==> config.mk <==
export PLATFORM = sky130hd
export DESIGN_NAME = instr_fetch_unit
export DESIGN_NICKNAME = d
export VERILOG_FILES = /design/src/rtl/instr_fetch_unit.sv
export SDC_FILE = /design/constraint.sdc
export NUM_CORES = 1
export LEC_CHECK = 0
export ABC_AREA = 1
export ABC_CLOCK_PERIOD_IN_PS = 5400
export CAP_MARGIN = 10
export CORE_UTILIZATION = 25
export DETAILED_ROUTE_END_ITERATION = 16
export PLACE_DENSITY = 0.51
export SYNTH_ARGS = -nofsm -noshare
export SYNTH_HDL_FRONTEND = slang
export SYNTH_SLANG_ARGS = --single-unit
==> constraint.sdc <==
create_clock -name clk -period 5.4 [get_ports clk]
set_clock_uncertainty 0.15 [all_clocks]
set_input_delay 0.81 -clock clk [delete_from_list [all_inputs] [get_ports clk]]
set_output_delay 0.81 -clock clk [all_outputs]
set_load 0.005 [all_outputs]
==> src/rtl/instr_fetch_unit.sv <==
// Instruction fetch unit: issues one outstanding word read at a time and queues
// returned instructions in a two-entry buffer feeding decode; handles redirects.
module instr_fetch_unit #(
    parameter logic [31:0] RESET_PC = 32'h0000_0000
) (
    input  logic        clk,
    input  logic        rst_n,
    output logic        imem_req,
    output logic [31:0] imem_addr,
    input  logic        imem_ack,
    input  logic [31:0] imem_rdata,
    input  logic        id_stall_in,
    input  logic        br_taken_in,
    input  logic [31:0] br_target_in,
    output logic [31:0] ir_out,
    output logic [31:0] ir_pc_out,
    output logic        ir_valid_out
);

    typedef enum logic [1:0] {
        S_IDLE    = 2'd0,
        S_REQ     = 2'd1,
        S_DISCARD = 2'd2
    } state_e;

    typedef struct packed {
        logic [31:0] instr;
        logic [31:0] pc;
    } entry_t;

    state_e      state_q, state_d;
    logic [31:0] fetch_pc_q, fetch_pc_d;
    logic [31:0] stale_addr_q, stale_addr_d;
    logic [1:0]  count_q, count_d;
    logic        head_q, head_d;
    entry_t      buf_q [2];
    entry_t      buf_d [2];

    logic        pop;
    logic        tail_idx;
    logic [1:0]  count_after_pop;

    always_comb begin
        // NOTE: every _d gets its current value first so no path leaves it unassigned (no latches).
        state_d      = state_q;
        fetch_pc_d   = fetch_pc_q;
        stale_addr_d = stale_addr_q;
        count_d      = count_q;
        head_d       = head_q;
        buf_d        = buf_q;

        pop             = (count_q != 2'd0) && !id_stall_in;
        count_after_pop = count_q - {1'b0, pop};
        tail_idx        = head_q ^ count_q[0];

        if (br_taken_in) begin
            // Redirect wins over everything: flush and refetch from the aligned target.
            count_d    = 2'd0;
            fetch_pc_d = {br_target_in[31:2], 2'b00};
            unique case (state_q)
                S_REQ: begin
                    if (imem_ack) begin
                        state_d = S_REQ;
                    end else begin
                        state_d      = S_DISCARD;
                        stale_addr_d = fetch_pc_q;
                    end
                end
                S_DISCARD: state_d = imem_ack ? S_REQ : S_DISCARD;
                default:   state_d = S_REQ;
            endcase
        end else begin
            if (pop) begin
                head_d  = ~head_q;
                count_d = count_after_pop;
            end
            unique case (state_q)
                S_IDLE: begin
                    if (count_after_pop < 2'd2) state_d = S_REQ;
                end
                S_REQ: begin
                    if (imem_ack) begin
                        buf_d[tail_idx] = '{instr: imem_rdata, pc: fetch_pc_q};
                        fetch_pc_d      = fetch_pc_q + 32'd4;
                        count_d         = count_after_pop + 2'd1;
                        state_d         = (count_after_pop == 2'd0) ? S_REQ : S_IDLE;
                    end
                end
                S_DISCARD: begin
                    if (imem_ack) state_d = S_REQ;
                end
                default: state_d = S_IDLE;
            endcase
        end
    end

    // NOTE: sequential state uses non-blocking assignments so all flops update together.
    always_ff @(posedge clk) begin
        if (!rst_n) begin
            state_q      <= S_IDLE;
            fetch_pc_q   <= RESET_PC;
            stale_addr_q <= RESET_PC;
            count_q      <= 2'd0;
            head_q       <= 1'b0;
        end else begin
            state_q      <= state_d;
            fetch_pc_q   <= fetch_pc_d;
            stale_addr_q <= stale_addr_d;
            count_q      <= count_d;
            head_q       <= head_d;
        end
    end

    // NOTE: buffer storage is not reset; count_q alone decides which entries are meaningful.
    always_ff @(posedge clk) begin
        buf_q <= buf_d;
    end

    assign imem_req     = (state_q != S_IDLE);
    assign imem_addr    = (state_q == S_DISCARD) ? stale_addr_q : fetch_pc_q;
    assign ir_valid_out = (count_q != 2'd0);
    assign ir_out       = ir_valid_out ? buf_q[head_q].instr : 32'h0;
    assign ir_pc_out    = ir_valid_out ? buf_q[head_q].pc    : 32'h0;

endmodule

Word level (Yosys, flattened, before mapping)
Cells that the tools add are included.
{"block": "classes", "add_sub_neg": 3, "magnitude_cmp": 4, "eq_ne": 5, "n_mux": 23, "n_bitwise": 7, "n_reduce_logical": 17}
{"cell": "$mux W64", "n": 4}
{"cell": "$mux W32", "n": 6}
{"cell": "$bwmux W128", "n": 1}
{"cell": "$demux W64 S1", "n": 1}
{"cell": "$add A32 B3 Y32 const B", "n": 1}
{"cell": "$mux W2", "n": 9}
{"cell": "$ne A3 B3 Y1 const B", "n": 3}
{"cell": "$reduce_and A3 Y1", "n": 3}
{"cell": "$reduce_bool A2 Y1", "n": 4}
{"cell": "$pmux W2 S3", "n": 1}
{"cell": "$reduce_and A2 Y1", "n": 3}
{"cell": "$ge A2 B2 Y1 const B", "n": 2}
{"cell": "$logic_not A2 Y1", "n": 2}
{"cell": "$not A1 Y1", "n": 4}
{"cell": "$not A1 Y2", "n": 2}
{"cell": "$reduce_or A2 Y1", "n": 2}
{"cell": "$add A2 B1 Y2 const B", "n": 1}
{"cell": "$eq A2 B1 Y1 const B", "n": 1}
{"cell": "$eq A2 B2 Y1 const B", "n": 1}
{"cell": "$logic_and A1 B1 Y1", "n": 2}
{"cell": "$lt A2 B1 Y1 const B", "n": 1}
{"cell": "$lt A2 B2 Y1 const B", "n": 1}
{"cell": "$sub A2 B1 Y2", "n": 1}
{"cell": "$logic_not A1 Y1", "n": 1}
{"cell": "2 further kinds", "n": 2}
{"block": "totals", "register_bits": 197, "input_bits": 69, "output_inout_bits": 98, "wordCells": 69}

Depth between registers and ports, before layout
{"block": "logic_depth", "depth_word": 8, "mapped_depth": 10, "ltp_nobuf": 10}

Least setup slack after synthesis
Ideal clock, no wire load.
{"block": "synth_timing", "path_type": "in2reg", "start": "input port br_taken_in", "end": "register buf_q[100] (netlist name), enable pin", "setup_time_ns": 0.483, "t_arrival_ns": 3.831, "required_time_ns": 4.767, "path_slack_ns": 0.936, "stages": 4, "n_path_buf": 1, "path_cell_list": "buf_2 > nor2_1 > inv_1 > nor2_1"}
{"block": "synth_between", "elab_chain_cells": 2}
{"element": "start, declared", "line": "13", "source": "input logic br_taken_in,"}
{"element": "$not A1 Y1 (no line)"}
{"element": "$reduce_and A3 Y1 (no line)"}
{"element": "end signal, assigned", "line": "116", "source": "buf_q <= buf_d;"}
{"element": "end, declared", "line": "36", "source": "entry_t buf_q [2];"}
Every way passes these cells.
A chain may end at the register's enable or synchronous reset.

Final worst setup path
{"block": "layout_timing", "start": "register state_q[0]", "end": "output port imem_addr[21]"}
{"block": "layout_between", "elab_chain_cells": 2}
{"element": "start, declared", "line": "31", "source": "state_e state_q, state_d;"}
{"element": "start signal, assigned", "line": "106", "source": "state_q <= state_d;"}
{"element": "$eq A2 B2 Y1", "line": "120", "source": "assign imem_addr = (state_q == S_DISCARD) ? stale_addr_q : fetch_pc_q;"}
{"element": "$mux W32", "line": "120"}
{"element": "end, declared", "line": "9", "source": "output logic [31:0] imem_addr,"}
Every way passes these cells.

==> reports/results.ini <==
[status]
status = complete, no violations

[run]
drv_cap = 0

[setup_path]
cp.arrival_ns = 3.25
crit_type = flip-flop to output pin
reg2reg_slack_ns = 2.54
reg2reg_from = head_q
worstPathRequired_ns = 4.44
crit_path_end_kind = output pin
cp-startpoint = state_q[0]
worstSetupStartpointType = flip-flop
path_max_fanout = 33

[global_route]
antenna_found_initial = 0
grt_pass1_wl_um = 36400
grt.overflow.total = 0
grt_pass1_vias = 6289
grt_max_degree = 64
grt_usage = 0.141

[die]
initial_core_util = 0.256
die_h_um = 186
die_w_um = 186
coreArea_sq_mm = 0.0329
io_pins = 167
fp.dieArea_sq_mm = 0.0344
rows = 66

[final_layout]
drive_gt1_frac = 0.0667
layout_commonest_cell = nand2_1
final_cell_mix = nand2_1, clkdlybuf4s50_1, edfxtp_1
diodes = 0
final_cell_count_no_fill = 1536
area_growth_pct = 31.7
fillers = 3437
nets = 1156

[pwr]
power_leakage_nw = 3.86
vdd_drop_max_mv = 0.202
power_mw = 3.20
powerDensity_mw_per_mm2 = 288

[synthesis]
ys_warn_count = 0
synth_cells = 936
synth_area_per_cell_sq_um = 9.00
seq_area_frac_synth = 0.597
ys_types = 33
ys_ff_latch = 189
netlist_area_sq_mm = 0.00842

[placed_design]
dp.cells = 1504
port_buffers = 160
place_congestion = 0.793
hpwl_um = 16200
pre_cts_ws_ns = 1.64

[clocking]
clock_sinks = 189
cts_hold_buf = 0
cts-resized-gates = 0
cts_setup_buffers = 0
clock_latency_ns = 0.44
cts_tree = yes
cts_root_buf = clkbuf_16
cts-htree-levels = 4
clk_path_buf_depth = 2
clkTransAtPathRegs_ns = 0.08
cts_buffers = 17

[worst_hold_path]
hp-class = flip-flop to flip-flop
hold_path.startpoint = stale_addr_q[28]

[sta]
finalSetupViolations = 0
rsz0062_at_grt = false
post-route-period-util = 0.779
worstMarginPinSlew_ns = 1.13
holdWs_ns = 0.296
slew_headroom = 0.250
finalCriticalPeriod_ns = 4.21
tns_ns = 0
fin_ws_ns = 1.19
drv_slew = 0
max_freq_ghz = 0.238
finalHoldViolCount = 0

[detailed_routing]
drc = 0
vias = 6692
drt_iter0_markers = 411
wl_per_cell_um = 15.6
vias_per_cell = 4.36
antenna_left = 0
wl_um = 24000
drtPass1Iterations = 5

-- worst max-delay path, cell delays in order (launching register included) --
cell             delay (ns)
dfxtp_1                0.35
inv_1                  0.09
ha_1                   0.90
inv_1                  0.49
o21ai_0                0.40
clkdlybuf4s50_1        0.57
-- path summary, 6_finish.rpt --
kind | depth (start not counted) | end
hold reg to reg | 2 | stale_addr_q[28]
setup reg to reg | 5 | buf_q[119]
hold / removal | 2 | stale_addr_q[28]
setup / recovery | 5 | imem_addr[21]
-- sequential cells by signal, indices dropped and copies added (netlist names) --
name / count
buf_q: 124
fetch_pc_q: 30
stale_addr_q: 30
count_q: 2
state_q: 2
head_q: 1
-- report_power, final --
group | switching (mW) | internal (mW)
sequential | 0.0467 | 1.59
combinational | 0.164 | 0.150
clock | 0.602 | 0.645
total | 0.812 | 2.39
-- final cells by class --
cell class | count | area [sq um] | share of cell area
timing repair buffer | 173 | 1700 | 0.153
multi-input combinational | 607 | 2870 | 0.259
sequential | 189 | 5030 | 0.453
clock inverter | 14 | 148 | 0.0133
tap | 442 | 553 | 0.0498
clock buffer | 18 | 450 | 0.0406
inverter | 93 | 349 | 0.0315
-- logic make-up (layout without fill, tap and decap cells) --
logic type / after synthesis / in the layout / share of synthesized area
flip-flops: 189 / 189 / 0.597
other: 1 / 4 / 0.000445
AO/OA/AOI/OAI: 224 / 224 / 0.137
adder cells (fa/ha/maj): 6 / 6 / 0.00891
buffers and inverters: 143 / 298 / 0.0667
XOR/XNOR: 7 / 7 / 0.00728
AND/OR/NAND/NOR: 366 / 366 / 0.183
-- Yosys cell counts --
| cell | n | area (sq um) |
|---|---|---|
| xor2_1 | 5 | 43.8 |
| nand2_4 | 2 | 22.5 |
| nor2_2 | 3 | 18.8 |
| inv_2 | 3 | 11.3 |
| ha_1 | 6 | 75.1 |
| buf_2 | 7 | 35.0 |
| a211oi_1 | 1 | 7.51 |
| nand4_1 | 2 | 12.5 |
| a21oi_1 | 116 | 581 |
| nor3_1 | 3 | 15.0 |
| a21oi_2 | 3 | 26.3 |
| nand3_2 | 1 | 10.0 |
| buf_1 | 4 | 15.0 |
| conb_1 | 1 | 3.75 |
| nor2_8 | 1 | 20.0 |
| clkbuf_1 | 34 | 128 |
| nor3_2 | 1 | 10.0 |
| nand2_1 | 271 | 1020 |
| nor2_4 | 7 | 78.8 |
| xnor2_1 | 2 | 17.5 |
| o21ai_0 | 89 | 445 |
| inv_1 | 90 | 338 |
| nand2_2 | 3 | 18.8 |
| dfxtp_1 | 65 | 1300 |
| nand3_1 | 36 | 180 |
| o211ai_1 | 1 | 7.51 |
| nor2_1 | 36 | 135 |
| edfxtp_1 | 124 | 3720 |
| o21bai_1 | 1 | 7.51 |
| o21a_1 | 1 | 7.51 |
| a31oi_1 | 12 | 75.1 |
| clkbuf_2 | 1 | 5.00 |
| buf_4 | 4 | 30.0 |
-- per-layer routing --
metal  wire, um  part of all wire  GRT usage  up-vias
li1           -                 -          -     3395
met1      11300              0.47      0.190     3103
met2      11000              0.46      0.227      179
met3       1430             0.059     0.0313       15
met4        256             0.011     0.0393        0
met5          0                 0          0        -
-- stage by stage --
| stage | instance area [sq um] | utilization |
|---|---|---|
| after floorplan | 8430 | - |
| after global placement | 10500 | 0.319 |
| after detailed placement | 10500 | 0.319 |
| after CTS | 11100 | 0.338 |
| after global routing | 11100 | 0.338 |
| final | 11100 | 0.338 |
(Power assumes the default switching activity.)
